===== config.mk =====
export PLATFORM = sky130hd
export DESIGN_NAME = i2c_slave_regfile
export DESIGN_NICKNAME = d
export VERILOG_FILES = /design/src/rtl/i2c_pkg.sv /design/src/rtl/i2c_line_filter.sv /design/src/rtl/i2c_slave_regfile.sv
export SDC_FILE = /design/constraint.sdc
export NUM_CORES = 1
export LEC_CHECK = 0
export CORE_ASPECT_RATIO = 2
export CORE_UTILIZATION = 60
export DETAILED_ROUTE_END_ITERATION = 10
export PLACE_DENSITY_LB_ADDON = 0.12
export SYNTH_ARGS = -nofsm -noshare
export SYNTH_HDL_FRONTEND = slang
export SYNTH_SLANG_ARGS = --single-unit

===== constraint.sdc =====
create_clock -name clk -period 3.7 [get_ports clk]
set_input_delay 0.925 -clock clk [delete_from_list [all_inputs] [get_ports clk]]
set_output_delay 0.925 -clock clk [all_outputs]
set_load 0.02 [all_outputs]

===== src/rtl/i2c_pkg.sv =====
// Shared I2C definitions: slave FSM state encoding, ACK/NACK bus levels and the
// default glitch-filter length used by both the master and the slave.
package i2c_pkg;

    // Default number of equal synchronized samples needed to accept a new line level.
    localparam int unsigned I2C_FILTER_LEN = 3;

    // Bus level of the ninth bit.
    localparam logic I2C_ACK  = 1'b0;
    localparam logic I2C_NACK = 1'b1;

    typedef enum logic [3:0] {
        StIdle,
        StAddr,
        StAddrAck,
        StPtr,
        StPtrAck,
        StWdata,
        StWdataAck,
        StRdata,
        StRdataAck,
        StIgnore
    } i2c_state_e;

endpackage


===== src/rtl/i2c_line_filter.sv =====
// Input conditioning for one open-drain bus line.
//   clk, rst_n : system clock, async active-low reset
//   line_in    : raw bus level
//   line_out   : synchronized, glitch-filtered level (resets to the idle level 1)
//   rise, fall : one-clk pulses, asserted in the same clk that line_out takes its new level
// Latency from line_in to line_out/rise/fall is 2 + FILTER_LEN clk.
module i2c_line_filter
    import i2c_pkg::*;
#(
    parameter int unsigned FILTER_LEN = I2C_FILTER_LEN
) (
    input  logic clk,
    input  logic rst_n,
    input  logic line_in,
    output logic line_out,
    output logic rise,
    output logic fall
);

    localparam int unsigned CW = (FILTER_LEN > 1) ? $clog2(FILTER_LEN) : 1;

    logic [1:0]    sync_q;
    logic          level_q;
    logic          rise_q;
    logic          fall_q;
    logic [CW-1:0] cnt_q;

    always_ff @(posedge clk or negedge rst_n) begin
        if (!rst_n) begin
            sync_q  <= 2'b11;
            level_q <= 1'b1;
            rise_q  <= 1'b0;
            fall_q  <= 1'b0;
            cnt_q   <= '0;
        end else begin
            sync_q <= {sync_q[0], line_in};
            rise_q <= 1'b0;
            fall_q <= 1'b0;
            // cnt_q counts consecutive samples that disagree with the accepted level.
            if (sync_q[1] != level_q) begin
                if (cnt_q == CW'(FILTER_LEN - 1)) begin
                    level_q <= sync_q[1];
                    rise_q  <= sync_q[1];
                    fall_q  <= ~sync_q[1];
                    cnt_q   <= '0;
                end else begin
                    cnt_q <= cnt_q + CW'(1);
                end
            end else begin
                cnt_q <= '0;
            end
        end
    end

    assign line_out = level_q;
    assign rise     = rise_q;
    assign fall     = fall_q;

endmodule


===== src/rtl/i2c_slave_regfile.sv =====
// I2C slave with an internal byte register file and a 1-byte word pointer.
//   clk, rst_n          : system clock, async active-low reset
//   scl_in, sda_in      : bus levels (SCL is never driven)
//   sda_oen             : 0 pulls SDA low, 1 releases it
//   usr_addr, usr_rdata : combinational user-side register read
//   wr_strobe/addr/data : one-clk report of each bus write commit
//   busy                : high from START to STOP
//   flag_start/stop     : one-clk pulses per (repeated) START / STOP
module i2c_slave_regfile
    import i2c_pkg::*;
#(
    parameter logic [6:0]  SLAVE_ADDR = 7'h50,
    parameter int unsigned REG_NUM    = 16,
    parameter int unsigned FILTER_LEN = I2C_FILTER_LEN
) (
    input  logic       clk,
    input  logic       rst_n,
    input  logic       scl_in,
    input  logic       sda_in,
    output logic       sda_oen,
    input  logic [7:0] usr_addr,
    output logic [7:0] usr_rdata,
    output logic       wr_strobe,
    output logic [7:0] wr_addr,
    output logic [7:0] wr_data,
    output logic       busy,
    output logic       flag_start,
    output logic       flag_stop
);

    localparam int unsigned AW = (REG_NUM > 1) ? $clog2(REG_NUM) : 1;

    logic scl_f, scl_rise, scl_fall;
    logic sda_f, sda_rise, sda_fall;

    i2c_line_filter #(.FILTER_LEN(FILTER_LEN)) u_scl_filter (
        .clk      (clk),
        .rst_n    (rst_n),
        .line_in  (scl_in),
        .line_out (scl_f),
        .rise     (scl_rise),
        .fall     (scl_fall)
    );

    i2c_line_filter #(.FILTER_LEN(FILTER_LEN)) u_sda_filter (
        .clk      (clk),
        .rst_n    (rst_n),
        .line_in  (sda_in),
        .line_out (sda_f),
        .rise     (sda_rise),
        .fall     (sda_fall)
    );

    i2c_state_e    state_q, state_d;
    logic [3:0]    bit_cnt_q, bit_cnt_d;
    logic [7:0]    shreg_q, shreg_d;
    logic [AW-1:0] ptr_q, ptr_d;
    logic          sda_oen_q, sda_oen_d;
    logic          busy_q, busy_d;
    logic          flag_start_q, flag_start_d;
    logic          flag_stop_q, flag_stop_d;
    logic          wr_strobe_q, wr_strobe_d;
    logic [7:0]    wr_addr_q, wr_addr_d;
    logic [7:0]    wr_data_q, wr_data_d;
    logic [7:0]    regs_q [REG_NUM];

    logic          start_cond, stop_cond;
    logic [7:0]    rx_byte, rd_byte;
    logic [AW-1:0] ptr_inc;

    assign start_cond = sda_fall & scl_f;
    assign stop_cond  = sda_rise & scl_f;
    assign rx_byte    = {shreg_q[6:0], sda_f};
    assign rd_byte    = regs_q[ptr_q];
    assign ptr_inc    = ptr_q + AW'(1);  // REG_NUM is a power of 2, so this wraps

    always_comb begin
        state_d      = state_q;
        bit_cnt_d    = bit_cnt_q;
        shreg_d      = shreg_q;
        ptr_d        = ptr_q;
        sda_oen_d    = sda_oen_q;
        busy_d       = busy_q;
        flag_start_d = 1'b0;
        flag_stop_d  = 1'b0;
        wr_strobe_d  = 1'b0;
        wr_addr_d    = wr_addr_q;
        wr_data_d    = wr_data_q;

        if (start_cond) begin
            state_d      = StAddr;
            bit_cnt_d    = '0;
            sda_oen_d    = 1'b1;
            busy_d       = 1'b1;
            flag_start_d = 1'b1;
        end else if (stop_cond) begin
            state_d     = StIdle;
            sda_oen_d   = 1'b1;
            busy_d      = 1'b0;
            flag_stop_d = 1'b1;
        end else begin
            unique case (state_q)
                StAddr, StPtr, StWdata: begin
                    if (scl_rise) begin
                        shreg_d   = rx_byte;
                        bit_cnt_d = bit_cnt_q + 4'd1;
                        if (bit_cnt_q == 4'd7) begin
                            bit_cnt_d = '0;
                            if (state_q == StAddr) begin
                                state_d = (rx_byte[7:1] == SLAVE_ADDR) ? StAddrAck : StIgnore;
                            end else if (state_q == StPtr) begin
                                ptr_d   = rx_byte[AW-1:0];
                                state_d = StPtrAck;
                            end else begin
                                wr_strobe_d = 1'b1;
                                wr_addr_d   = 8'(ptr_q);
                                wr_data_d   = rx_byte;
                                ptr_d       = ptr_inc;
                                state_d     = StWdataAck;
                            end
                        end
                    end
                end
                StAddrAck, StPtrAck, StWdataAck: begin
                    // First fall ends bit 8 (start driving ACK), second fall ends the ACK bit.
                    if (scl_fall) begin
                        if (sda_oen_q) begin
                            sda_oen_d = I2C_ACK;
                        end else begin
                            sda_oen_d = 1'b1;
                            bit_cnt_d = '0;
                            if (state_q != StAddrAck) begin
                                state_d = StWdata;
                            end else if (shreg_q[0]) begin
                                state_d   = StRdata;
                                shreg_d   = rd_byte;
                                sda_oen_d = rd_byte[7];
                            end else begin
                                state_d = StPtr;
                            end
                        end
                    end
                end
                StRdata: begin
                    if (scl_rise) begin
                        bit_cnt_d = bit_cnt_q + 4'd1;
                    end else if (scl_fall) begin
                        if (bit_cnt_q == 4'd8) begin
                            sda_oen_d = 1'b1;
                            state_d   = StRdataAck;
                        end else begin
                            shreg_d   = {shreg_q[6:0], 1'b0};
                            sda_oen_d = shreg_q[6];
                        end
                    end
                end
                StRdataAck: begin
                    if (scl_rise) begin
                        ptr_d = ptr_inc;
                        if (sda_f == I2C_NACK) begin
                            state_d = StIgnore;
                        end
                    end else if (scl_fall) begin
                        // Only reached after the master ACKed: present the next byte.
                        state_d   = StRdata;
                        bit_cnt_d = '0;
                        shreg_d   = rd_byte;
                        sda_oen_d = rd_byte[7];
                    end
                end
                StIdle, StIgnore: ;
                default: state_d = StIdle;
            endcase
        end
    end

    always_ff @(posedge clk or negedge rst_n) begin
        if (!rst_n) begin
            state_q      <= StIdle;
            bit_cnt_q    <= '0;
            shreg_q      <= '0;
            ptr_q        <= '0;
            sda_oen_q    <= 1'b1;
            busy_q       <= 1'b0;
            flag_start_q <= 1'b0;
            flag_stop_q  <= 1'b0;
            wr_strobe_q  <= 1'b0;
            wr_addr_q    <= '0;
            wr_data_q    <= '0;
        end else begin
            state_q      <= state_d;
            bit_cnt_q    <= bit_cnt_d;
            shreg_q      <= shreg_d;
            ptr_q        <= ptr_d;
            sda_oen_q    <= sda_oen_d;
            busy_q       <= busy_d;
            flag_start_q <= flag_start_d;
            flag_stop_q  <= flag_stop_d;
            wr_strobe_q  <= wr_strobe_d;
            wr_addr_q    <= wr_addr_d;
            wr_data_q    <= wr_data_d;
        end
    end

    // The array is updated at the end of the wr_strobe clk, so a user read of
    // the same index during the strobe still sees the old value.
    always_ff @(posedge clk or negedge rst_n) begin
        if (!rst_n) begin
            for (int i = 0; i < int'(REG_NUM); i++) begin
                regs_q[i] <= '0;
            end
        end else if (wr_strobe_q) begin
            regs_q[wr_addr_q[AW-1:0]] <= wr_data_q;
        end
    end

    assign usr_rdata  = regs_q[usr_addr[AW-1:0]];
    assign sda_oen    = sda_oen_q;
    assign busy       = busy_q;
    assign flag_start = flag_start_q;
    assign flag_stop  = flag_stop_q;
    assign wr_strobe  = wr_strobe_q;
    assign wr_addr    = wr_addr_q;
    assign wr_data    = wr_data_q;

endmodule


==> metrics, run 1 <==
H-tree depth=4; Seq/Total Area, Yosys=a little under half; Post-synth EDFFs=0; CTS Buf Count=17; CP required=2.77 ns; Filler cells=approximately 1,100; status=completed; Initial Util=61.8%; final wirelength=about 25 mm; Worst Setup SP=usr_addr[0]; max_slew headroom=33.2%; ys async rst share=100%; Slew Limit Fails=0; largest net degree at the start of global routing=64; CTS Sinks=approximately 180; Combinational Power Share=13.9%; area leader, netlist=dfrtp_1; Worst Reg-to-Reg Cells=6; Multi-input gate area=4760 um^2; number of port buffers=32; via/cell ratio=about 7; yosys warns=0; Pre-antenna DRT Iters=6; Max Cap Viol=0; Switching Fraction=a little over a quarter; Critical Path End Type=output port; delay-heaviest family, CP=multiplexers; post-synth cell types=63; number of routed nets with antenna violations=0; Hold Path Depth=0; static leakage=just under 0.005 uW; min-delay src=u_sda_filter.sync_q[0]; Critical Path Max Stage Delay=around 0.54 ns; Hold/Removal Path Class=flop to flop; FF+latch count, synth=178; initial antenna violation count=0; routability cong.=between 0.8 and 0.9; DRC Markers=0; setup slack after layout=0.0832 ns; Synth Area per Inst=roughly 14 um^2; max frequency=about 280 MHz; Seq. cell area=about 4500 um^2; Root Buffer=clkbuf_16; Die Width=91.0 um; Crit path top cell by count=mux4_2; WP depth=5; clock latency on the worst-skew pair=~0.43 ns; Via Count=between 6,000 and 7,000; Cells after Synth=700; Cell Rows=64; Net Switching=~1300 uW; Final period util=between 90% and 100%; worst hold slack=0.357 ns; CORE AREA=between 15,000 and 20,000 um^2; CTS Buffer Depth=2; Chip Height=180 um; layout cell share with drive strength beyond 1=between 40% and 50%; Nets=around 740; Post-CTS Setup Repair Bufs=0; hold buffer count at CTS=0; kind of critical path=input port to output port; CP max FO=22; Worst-path clk slew=around 0.060 ns; DR iter-0 viols=~440; RSZ-0062 raised after global routing=no; vias in the first global route=~6,800; CTS tree=built; WP buf/inv=3; worst slack, placed=-0.300 ns; crit path cell chain=buf_2, buf_12, mux4_2, mux4_2, dlygate4sd2_1; Fin. Hold Viols=0; Startpoint Class=input port; full die area=16,400 um^2; WL per Instance=approximately 27 um; Synth top area share=between 40% and 50%; Top FF cell, synth=dfrtp_1; Power Density=approximately 450 nW/um^2; global-route wire length before repair=roughly 40 mm; final setup fails=0; Arr. time, crit path=around 2.7 ns; clock group share of total power=approximately two fifths; Pint=between 3000 and 4000 uW; Clock Skew=a little over 0.009 ns; GRT overflow=0; Mapped Area=9510 um^2; min cycle time layout=3.62 ns; RR Startpoint=state_q[2]; VDD IR max=around 0.00038 V; Inserted Diodes=0; Flop pwr share=about 46%; GRT Total Usage=between 30% and 40%; Top Ports=41; Worst-Margin Slew=~1.0 ns; Area Overhead vs Synth=13.5%; hpwl dp=approximately 16 mm; slowest cell on the critical path=mux4_2; top cells by area, synth=dfrtp_1, mux4_2, mux2_2
## power groups by stage
stage | Clock [uW] | Sequential (uW) | Combinational [uW]
2_1_floorplan | 0 | 2160 | 491
3_3_place_gp | 0 | 2230 | 630
3_5_place_dp | 0 | 2240 | 658
4_1_cts | 1990 | 2200 | 668
5_1_grt | 2060 | 2210 | 731
6_report | 1960 | 2210 | 672
## timing repair
item	CTS	global route
gates cloned	1	0
hold endpoints to repair	0	0
gates resized for setup	10	1
endpoints found under the setup margin	8	7
## through the flow
step	setup TNS [ns]	instances	power [uW]	utilization (%)	area (um^2)
floorplan	0	703	2650	-	9520
global placement	-2.21	904	2860	65.9	10100
detailed placement	-2.29	904	2890	65.9	10100
CTS	0	937	4860	70.2	10800
global route	0	937	5000	70.2	10800
finish	0	937	4840	70.2	10800
## flip-flops by register name, summed over array words and instances, names as in the netlist, 2 cells and up
signal,count
u_sda_filter.cnt_q,2
wr_addr,4
u_sda_filter.sync_q,2
u_scl_filter.cnt_q,2
wr_data,8
ptr_q,4
bit_cnt_q,4
shreg_q,7
state_q,4
regs_q,128
u_scl_filter.sync_q,2
## synth_stat cells, types with 3 or more instances
library cell  number
nor4b_1            8
clkbuf_1          34
nor4_1             9
nand2_1           53
or4_1              4
a21oi_1           11
nand3b_1           3
a211oi_1           6
buf_1              6
and2_1             3
ha_1               3
mux4_2            72
o21ai_0           12
nand3_1            7
nand2b_1          12
nor3_1            11
a31oi_1            4
or3_1              5
nor2_1            17
buf_2             13
nor3_2             4
a211o_1            6
nor2b_1            3
dfrtp_1          171
buf_4              7
inv_1             10
mux2i_1           19
mux2_2           137
dfstp_2            7
## worst paths after layout
kind	end	slack (ns)
min in group asynchronous	u_sda_filter.cnt_q[0]	0.47
max reg2reg	shreg_q[4]	0.87
min reg2reg	u_sda_filter.sync_q[1]	0.36
max	usr_rdata[7]	0.08
max in group asynchronous	u_sda_filter.sync_q[1]	2.37
min	u_sda_filter.sync_q[1]	0.36
## logic make-up (layout without fill, tap and decap cells)
family	count (synthesis)	after routing	share of synthesized area, %
other cells	1	4	0.0394
mux	228	228	35.3
buf+inv	70	106	3.21
xor+xnor	2	2	0.184
fa+ha+maj	3	3	0.395
compound gates	65	65	5.09
flops	178	178	46.9
simple gates	153	153	8.86
## cell type report
| class | instances | share of cell area, % |
|---|---|---|
| Clock buffer | 18 | 3.98 |
| Clock inverter | 14 | 1.96 |
| Inverter | 10 | 0.348 |
| Multi-Input combinational cell | 455 | 44.1 |
| Sequential cell | 178 | 41.4 |
| Tap cell | 198 | 2.30 |
| Timing Repair Buffer | 64 | 5.95 |
## worst reg2reg max path, stage by stage, from the launching register on
cell and delay [ns]:
dfrtp_1 0.79, nor2_2 0.19, a2111oi_1 0.66, nor4_1 0.13, buf_4 0.19, nand4bb_1 0.36, mux2_2 0.40
## metal layers
layer / vias up / GRT usage, % / share of wire (%)
met5: - / 0 / 0
met3: 77 / 6.24 / 5.3
met1: 3373 / 37.4 / 35
li1: 2721 / - / -
met4: 0 / 19.1 / 5.2
met2: 263 / 56.3 / 54
## layout by cell type, fill, tap and decap left out, types with 4 or more instances in the layout
cell and count:
nand2_1 53, nor3_2 4, a31oi_1 4, a211o_1 6
nor4b_1 8, mux2i_1 19, clkinv_2 4, clkbuf_16 17
o21ai_0 12, nand2b_1 12, a21oi_1 11, mux2_2 137
nor3_1 11, nand3_1 7, dfrtp_1 170, dfstp_2 7
conb_1 4, bufinv_16 5, nor4_1 9, buf_4 25
clkdlybuf4s50_1 21, a211oi_1 6, dlygate4sd2_1 8, buf_12 6
nor2_1 17, inv_1 10, or4_1 4, mux4_2 72
or3_1 5
Note: power is estimated with default switching activity, not from simulation.
==> run 2: changes to the inputs <==
ABC_AREA = 0   (was unset)
==> results of run 2 <==
Same layout as run 1: the final DEF is identical, and so are final timing and power.
==> run 3: changes to the inputs <==
CORE_MARGIN = 10   (was unset)
CTS_BUF_LIST = sky130_fd_sc_hd__clkbuf_8   (was unset)
==> run 3 against run 2 <==
Effect of this change: clock-buffer cell count grew 2; sequential power is essentially flat; clock power shrank 31%; non-clock buffer count shrank 7; global-route usage shrank 8.6 points; setup slack gained 0.029 ns; register-to-register slack gained 0.11 ns; critical path type unchanged; critical endpoint is now usr_rdata[5].
==> metrics, run 3 (synthesis results as in run 1) <==
status=completed; Reg2Reg Setup Slack=0.98 ns (+0.11 ns); Worst-path clk slew=0.09 ns (+0.03 ns); met2 Resource Use GR=40.9% (-15 points); max_slew headroom=17.8% (-15 points); Max Cap Viol=0 (unchanged); Hold/Removal Path Class=flop to flop; Via Count=6,360 (-1.2%); Fin. Hold Viols=0 (unchanged); setup slack after layout=0.112 ns (+0.0289 ns); Power Density=403 nW/um^2 (-10%); Pre-antenna DRT Iters=5 (-1); kind of critical path=input port to output port; number of routed nets with antenna violations=0 (unchanged); Cell Rows=65 (+1.6%); Worst Reg-to-Reg Cells=6 (unchanged); RR Startpoint=state_q[1]; hold buffer count at CTS=0 (unchanged); Slew Limit Fails=0 (unchanged); global-route wire length before repair=38.6 mm (-0.71%); Combinational Power Share=15.6% (+1.7 points); Clock Skew=0.0149 ns (+0.00585 ns); GRT overflow=0 (unchanged); Die Width=109 um (+20%); Inserted Diodes=0 (unchanged); H-tree depth=4 (unchanged); Final period util=97.0% (-0.78 points); Switching Fraction=29.2% (+2.4 points); Flop pwr share=52.2% (+6.7 points); via/cell ratio=6.82 (-0.73%); VDD IR max=0.000331 V (-12%); DRC Markers=0 (unchanged); full die area=21,600 um^2 (+32%); final setup fails=0 (unchanged); Chip Height=198 um (+10%); GRT Total Usage=24.0% (-8.6 points); min cycle time layout=3.59 ns (-0.0289 ns); Top Ports=41 (unchanged); Endpoint, Worst Hold=u_scl_filter.sync_q[1]; CTS Sinks=178 (unchanged); Top reg by flops=regs_q; CP max FO=20 (-9.1%); most common cell after layout, fill and taps aside=dfrtp_1; max reg flops=128 (unchanged); Net Switching=1230 uW (-4.9%); final wirelength=24.7 mm (-1.6%); RR Endpoint=shreg_q[2]; GR Layer Usage met1=27.2% (-10 points); DR iter-0 viols=386 (-13%); CORE AREA=15,700 um^2 (+2.1%); hpwl dp=16.5 mm (+1.6%); min-delay src=u_scl_filter.sync_q[0]; met3 usage=4.04% (-2.2 points); CP required=2.77 ns (about the same); routability cong.=0.839 (-3.7%); Nets=734 (-0.94%); commonest cells after routing, fill and taps aside=dfrtp_1, mux2_2, mux4_2; RSZ-0062 raised after global routing=no; WL per Instance=26.4 um (-1.2%); largest net degree at the start of global routing=97 (+52%); CTS Buffer Depth=2 (unchanged); CTS tree=built; gr busiest metal=met2; Arr. time, crit path=2.66 ns (-0.03 ns); Startpoint Class=input port; placed inst area=10,100 um^2 (-0.48%); Initial Util=60.6% (-1.3 points); Root Buffer=clkbuf_8; clock latency on the worst-skew pair=0.47 ns (+0.04 ns); Post-CTS Setup Repair Bufs=0 (unchanged); Pint=3000 uW (-15%); clock group share of total power=32.2% (-8.4 points); static leakage=0.00467 uW (-3.1%); final instance area=10,500 um^2 (-2.6%); CTS Buf Count=17 (unchanged); Area Overhead vs Synth=10.5%; vias in the first global route=6,737 (-0.59%); initial antenna violation count=0 (unchanged); Critical Path End Type=output port; max frequency=279 MHz (+0.80%); layout cell share with drive strength beyond 1=39.9% (-0.57 points); final total power=4230 uW (-13%); Worst-Margin Slew=1.23 ns (+0.223 ns); number of port buffers=32 (unchanged); Hold Path Depth=0 (unchanged); worst slack, placed=-0.369 ns (-0.0684 ns); Filler cells=1,110 (+2.9%)
[run 3: cell types whose count changed in the layout (fill, tap and decap cells not counted), sizes merged]
cell,delta
inv,+3
clkinvlp,+2
bufinv,-3
clkbuf,+2
buf,-7
clkinv,-4
[run 3: how the worst max path moves through the flow]
stage | from | to | slack (ns) | cells after the start
2_1_floorplan | usr_addr[0] | usr_rdata[0] | 0.27 | 4
3_3_place_gp | usr_addr[1] | usr_rdata[6] | -0.35 | 5
3_5_place_dp | usr_addr[1] | usr_rdata[6] | -0.37 | 5
4_1_cts | usr_addr[1] | usr_rdata[0] | 0.01 | 5
5_1_grt | usr_addr[0] | usr_rdata[5] | 0.08 | 5
6_report | usr_addr[0] | usr_rdata[5] | 0.11 | 5
[run 3: critical path: stages]
cell           delay, ns
buf_2               0.14
buf_12              0.21
mux4_2              0.52
mux4_2              0.50
dlygate4sd2_1       0.35
[run 3: what timing repair did]
action | in CTS | in global routing
hold endpoints to repair | 0 | 0
pin swaps | 0 | 0
gates resized for setup | 10 | 1
cloned | 1 | 0
setup endpoints to repair | 8 | 7
[run 3: power groups by stage]
stage / clock (uW) / sequential [uW] / combinational, uW
3_5_place_dp: 0 / 2240 / 652
6_report: 1360 / 2210 / 658
3_3_place_gp: 0 / 2230 / 627
5_1_grt: 1470 / 2230 / 722
4_1_cts: 1390 / 2210 / 661
2_1_floorplan: 0 / 2160 / 491
[run 3: final cells by class]
type | instances | area (um^2) | share of cell area [%]
Inverter | 10 | 37.5 | 0.357
Multi-Input combinational cell | 455 | 4760 | 45.3
Timing Repair Buffer | 57 | 589 | 5.61
Clock buffer | 20 | 275 | 2.62
Clock inverter | 12 | 130 | 1.24
Tap cell | 201 | 251 | 2.39
Sequential cell | 178 | 4460 | 42.5
[run 3: per-layer routing]
layer,vias to the layer above,routed length (um)
li1,2695,-
met1,3349,8710
met2,237,13100
met3,79,1330
met4,0,1500
met5,-,0
[run 3: through the flow]
| step | hold WS, ns | utilization (%) | instances | setup TNS (ns) |
|---|---|---|---|---|
| global route | 0.367 | 66.9 | 933 | 0 |
| detailed placement | 0.350 | 64.2 | 900 | -2.51 |
| CTS | 0.364 | 67.0 | 933 | 0 |
| global placement | 0.347 | 64.2 | 900 | -2.38 |
| finish | 0.362 | 66.9 | 933 | 0 |
| floorplan | 0.345 | - | 703 | 0 |
